**src/rtl/fetch_unit.sv**
```systemverilog
// Instruction fetch: one outstanding memory read, results buffered in a 2-entry {inst, pc} FIFO.
// Redirects flush the FIFO and retarget the PC; data returned for a stale request is dropped.
module fetch_unit #(
  parameter int              PC_W     = 16,
  parameter logic [PC_W-1:0] RESET_PC = '0
) (
  input  logic            clk_id,
  input  logic            n_reset,
  output logic            mem_req,
  output logic [PC_W-1:0] mem_addr,
  input  logic            mem_ack,
  input  logic [31:0]     mem_rdata,
  input  logic            redirect,
  input  logic [PC_W-1:0] redirect_pc,
  output logic            inst_valid,
  input  logic            inst_ready,
  output logic [31:0]     inst,
  output logic [PC_W-1:0] inst_pc
);

  typedef enum logic [1:0] {S_IDLE, S_WAIT, S_DISCARD} state_t;

  state_t          r_state;
  state_t          w_state_nxt;
  logic            r_mem_req;
  logic            w_mem_req_nxt;
  logic [PC_W-1:0] r_mem_addr;
  logic [PC_W-1:0] w_mem_addr_nxt;
  logic [PC_W-1:0] r_pc;
  logic [PC_W-1:0] w_pc_nxt;
  logic            w_push;
  logic            w_pop;

  logic [31:0]     r_fifo_inst [2];
  logic [PC_W-1:0] r_fifo_pc   [2];
  logic            r_wptr;
  logic            r_rptr;
  logic [1:0]      r_count;

  assign mem_req    = r_mem_req;
  assign mem_addr   = r_mem_addr;
  assign inst_valid = (r_count != 2'd0);
  assign inst       = r_fifo_inst[r_rptr];
  assign inst_pc    = r_fifo_pc[r_rptr];
  // A redirect flushes the FIFO, so it wins over a same-cycle pop
  assign w_pop      = inst_valid && inst_ready && !redirect;

  always_ff @(posedge clk_id or negedge n_reset) begin
    if (!n_reset) begin
      r_state    <= S_IDLE;
      r_mem_req  <= 1'b0;
      r_mem_addr <= '0;
      r_pc       <= RESET_PC;
    end else begin
      r_state    <= w_state_nxt;
      r_mem_req  <= w_mem_req_nxt;
      r_mem_addr <= w_mem_addr_nxt;
      r_pc       <= w_pc_nxt;
    end
  end

  always_comb begin
    w_state_nxt    = r_state;
    w_mem_req_nxt  = r_mem_req;
    w_mem_addr_nxt = r_mem_addr;
    w_pc_nxt       = r_pc;
    w_push         = 1'b0;
    if (redirect) w_pc_nxt = redirect_pc;
    case (r_state)
      S_IDLE: begin
        // Only request when the FIFO can take the result: no push into a full FIFO
        if (!redirect && r_count != 2'd2) begin
          w_state_nxt    = S_WAIT;
          w_mem_req_nxt  = 1'b1;
          w_mem_addr_nxt = r_pc;
        end
      end
      S_WAIT: begin
        if (mem_ack) begin
          w_state_nxt   = S_IDLE;
          w_mem_req_nxt = 1'b0;
          if (!redirect) begin
            w_push   = 1'b1;
            w_pc_nxt = r_pc + PC_W'(1);
          end
        end else if (redirect) begin
          w_state_nxt = S_DISCARD;
        end
      end
      S_DISCARD: begin
        if (mem_ack) begin
          w_state_nxt   = S_IDLE;
          w_mem_req_nxt = 1'b0;
        end
      end
      default: w_state_nxt = S_IDLE;
    endcase
  end

  always_ff @(posedge clk_id or negedge n_reset) begin
    if (!n_reset) begin
      for (int i = 0; i < 2; i++) begin
        r_fifo_inst[i] <= '0;
        r_fifo_pc[i]   <= '0;
      end
      r_wptr  <= 1'b0;
      r_rptr  <= 1'b0;
      r_count <= 2'd0;
    end else if (redirect) begin
      r_wptr  <= 1'b0;
      r_rptr  <= 1'b0;
      r_count <= 2'd0;
    end else begin
      if (w_push) begin
        r_fifo_inst[r_wptr] <= mem_rdata;
        r_fifo_pc[r_wptr]   <= r_mem_addr;
        r_wptr              <= ~r_wptr;
      end
      if (w_pop) r_rptr <= ~r_rptr;
      case ({w_push, w_pop})
        2'b10:   r_count <= r_count + 2'd1;
        2'b01:   r_count <= r_count - 2'd1;
        default: r_count <= r_count;
      endcase
    end
  end

endmodule

```
**config.mk**
```make
export PLATFORM = sky130hd
export DESIGN_NAME = fetch_unit
export DESIGN_NICKNAME = d
export VERILOG_FILES = /design/src/rtl/fetch_unit.sv
export SDC_FILE = /design/constraint.sdc
export NUM_CORES = 1
export LEC_CHECK = 0
export BUFFER_PORTS_ARGS = -buffer_cell sky130_fd_sc_hd__buf_2
export CAP_MARGIN = 30
export CORE_ASPECT_RATIO = 0.9
export CORE_UTILIZATION = 30
export DETAILED_ROUTE_END_ITERATION = 8
export GPL_ROUTABILITY_DRIVEN = 0
export PLACE_DENSITY = 0.5
export SLEW_MARGIN = 10
export SYNTH_ARGS = -nofsm -noshare
export SYNTH_HDL_FRONTEND = slang
export SYNTH_SLANG_ARGS = --single-unit
```
**constraint.sdc**
```tcl
create_clock -name clk_id -period 4.8 [get_ports clk_id]
set_clock_uncertainty 0.2 [all_clocks]
set_input_delay 0.24 -clock clk_id [delete_from_list [all_inputs] [get_ports clk_id]]
set_output_delay 0.24 -clock clk_id [all_outputs]
set_load 0.02 [all_outputs]
```
==> results <==
- The min-delay analysis places its worst path in the category input pin to asynchronous set/reset pin.
- The antenna diode instance count is 0.
- In this run, synthesis inferred 0 flip-flops with an integrated enable.
- The number of global-route vias before repair is 4,134.
- For this block, the initial DRC count from the detailed router was 114.
- The root cell of the clock tree is clkbuf_16.
- In this run, synthesis produced a sequential element count of 135.
- The average size of a mapped cell is 13.9 um2.
- The clock net in this run drives a total of 135 sinks.
- For this configuration, the core starts out at a cell density of 31.0%.
- The proportion of synthesized flip-flops having asynchronous set or reset is 100%.
- The global-route congestion overflow total is 0.
- During placement, the flow inserted port buffers numbering 118.
- Entering global routing, the biggest net connects 95 pins.
- The all-layer global routing usage is 13.9%.
- The data required time of the worst path is 4900 ps.
- The final hold violation count came to 0.
- The highest signal layer in the routed design is met4.
- At the end of the flow the core is filled with cells to 41.4%.
- Summed over all cells, the static leakage comes to 3.62 nW.
- The layout overhead on the synthesized area is 33.5%.
- After filler insertion, the fill cell instance count of the layout stands at 1,823.
- For this design the top-level I/O count stands at 119.
- VDD sags by at most 0.270 mV.
- After synthesis, the cell types taking the most area are dfrtp_1, mux2_2, xnor2_1.
- The number of nets in the synthesized netlist is 489.
- The floorplan has 48 rows.
- In this run the power spent charging and discharging nets is 1.66 mW.
- The internal power summed over all cells is 3.32 mW.
- The initial antenna violation count is 0.
- After synthesis the cells add up to 5990 um2.
- The total of cells resized after clock tree synthesis is 0.
- After clock tree synthesis, the clock-pin slew on the worst setup and hold paths is 60 ps.
- In the final design database the tool counted 661 nets.
- The half-perimeter wire length after placement is 8.70 mm.
- The signal arrival time at the worst endpoint is 2910 ps.
- The TritonCTS clock tree is yes.
- After layout, the worst path uses 58.6% of the clock period.
- The maximum frequency from static timing analysis is 355 MHz.
- From left edge to right edge, the die measures 151 um.
- The average wire per cell in the routed design is 15.4 um.
- Wires add up to 13.4 mm.
- The first global-routing pass estimated 21.6 mm of wire.
- mux2_2 is the most common cell in the netlist.
- Summed over all failing endpoints, the final setup total negative slack is 0 ps.
- The critical path contains buffers and inverters numbering 2 combined.
- The routed metal-1 wirelength is 6.32 mm.
- The worst setup path is launched from a flip-flop.
- The biggest area contributor in the post-synthesis netlist is dfrtp_1.
- Buffers inserted to repair hold after CTS numbered 51.
- Of the cells placed in the final design, the portion with a size suffix greater than 1 is 52.3%.
- On the critical path, the stage with the largest delay is an instance of nand3_2.
- The Yosys warning count is 0.
- For the pin with the worst max-slew slack, the measured transition is 790 ps.
- The part of the total power dissipated in the clock network is 27.1%.
- The cell count after synthesis came out at 431.
- The setup-violating endpoint count in the final report is 0.
- The count of nets left with antenna violations once routing finished came out at 0.
- The total stage count of the critical path is 6.
- The commonest cells after synthesis are mux2_2, dfrtp_1, nand2_1.
- Setup repair after global routing left no endpoint under its margin.
- The category of the worst setup path capture point is a flip-flop.
- The DRC violations left is 0.
- In this run, CTS created clock tree buffers numbering 17.
- The setup fix buffers added after clock tree synthesis is 0.
- The final count of pins violating max slew is 0.
- In this run the tightest slew margin relative to its limit is 47.2%.
- The H-tree depth is 4.
- The routed wire length on met2 is 6.26 mm.
- Subtracting the final worst setup slack from the clock period gives 2810 ps.
- The later pin in the worst-skew pair is clocked with a latency of 410 ps.
- The run finished with clean final reports.
- The delay of the slowest critical-path stage is 480 ps.
- The routed via count divided by cell count is 4.61.
- After synthesis, the largest area contributor takes up 56.4% of total cell area.
- The clock passes through at most 2 buffers.
- The critical path is of the flip-flop to flip-flop type.
- The die covers 20,500 um2.
- The share of power burned in combinational logic is 35.2%.
- For this run, the register share of the synthesized area comes to 56.4%.
- The met3 wire length is 655 um.
- The critical path goes through inv_1 > ha_1 > and2_1 > nand3_2 > buf_4 > mux2_2.
- The cell type group with the largest total delay on the critical path is simple AND/OR/NAND/NOR gates.
- The switching power as a share of total power is 33.3%.
- Along the worst path, the maximum fanout reaches 33.
- The number of max-capacitance violations reported is 0.
- Registers are responsible for 37.7% of the overall power.
- The iteration count of the initial detailed-routing pass is 4.
- The count of different cell masters after synthesis is 35.
- The total core area is 19,300 um2.
- The worst reg2reg path depth is 6.
- The prevailing post-synth register cell is dfrtp_1.
- The y dimension of the die is 136 um.
- The routed via count is 3,995.
- Dividing total power by cell area gives a power density of 623 nW/um2.
==> layout make-up <==
type	count	area [um2]	share of cell area, %
multi-input cells	270	2500	31.3
clock buffers	19	453	5.66
inverters	5	18.8	0.235
repair buffers	174	1160	14.6
flip-flops and latches	135	3380	42.3
clock inverters	13	169	2.11
well taps	250	313	3.91
==> state kept, by name, indices dropped and copies added, names as in the netlist <==
name / flops
mem_addr: 16
mem_req: 1
r_count: 2
r_fifo_inst: 64
r_fifo_pc: 32
r_pc: 16
r_rptr: 1
r_state: 2
r_wptr: 1
==> worst reg2reg max path, stage by stage (launching register included) <==
cell and delay [ps]:
dfrtp_1 380, inv_1 140, ha_1 280, and2_1 390
nand3_2 480, buf_4 480, mux2_2 350
==> worst paths after layout <==
path	startpoint	end	slack, ps
setup / recovery	r_state[1]	r_fifo_inst[31]	1990
hold / removal	n_reset	r_fifo_inst[26]	100
setup reg to reg	r_state[1]	r_fifo_inst[31]	1990
hold reg to reg	r_fifo_pc[5]	r_fifo_pc[5]	300
max in group asynchronous	n_reset	r_fifo_pc[25]	3420
min in group clk_id	redirect	r_rptr	130
==> power by group through the flow <==
stage	clock [mW]	sequential (mW)	combinational, mW
floorplan	0	1.89	1.20
global placement	0	1.87	1.71
detailed placement	0	1.90	1.74
CTS	1.40	1.88	1.78
global route	1.45	1.95	1.90
finish	1.35	1.88	1.75
==> layout by cell type, fill, tap and decap left out, types with 4 or more instances in the layout <==
cell             n
buf_2          117
buf_4            4
clkbuf_16       17
clkinvlp_4       4
dfrtp_1        134
dlygate4sd3_1   51
ha_1             5
inv_1            5
mux2_2         161
nand2_1         22
nand4_1          5
nor2_1           7
nor3_1           4
nor4_1           5
o21ai_0         17
xnor2_1         13
==> per-stage QoR <==
stage	hold WS [ps]	area, um2	setup WS (ps)	std cells	total power, mW
detailed placement	197	6840	1940	782	3.64
global route	125	8000	1820	866	5.30
CTS	119	7970	1960	865	5.06
floorplan	-256	5990	2650	431	3.09
finish	99.9	8000	1990	866	4.98
global placement	189	6840	2060	782	3.59
==> routing by layer <==
| layer | track usage (%) | vias up |
|---|---|---|
| met4 | 4.50 | 0 |
| met2 | 22.1 | 103 |
| li1 | - | 1890 |
| met5 | 0 | - |
| met3 | 3.72 | 13 |
| met1 | 18.2 | 1989 |
==> cells by family (layout without fill, tap and decap cells) <==
family,after synthesis,in the layout,synth area share (%)
xor+xnor,16,16,2.34
fa+ha+maj,5,5,1.04
simple gates,58,58,4.83
buf+inv,26,211,2.03
flops,135,135,56.4
compound gates,27,27,2.59
mux,164,164,30.8
No activity file was read; power rests on OpenSTA's default activity.
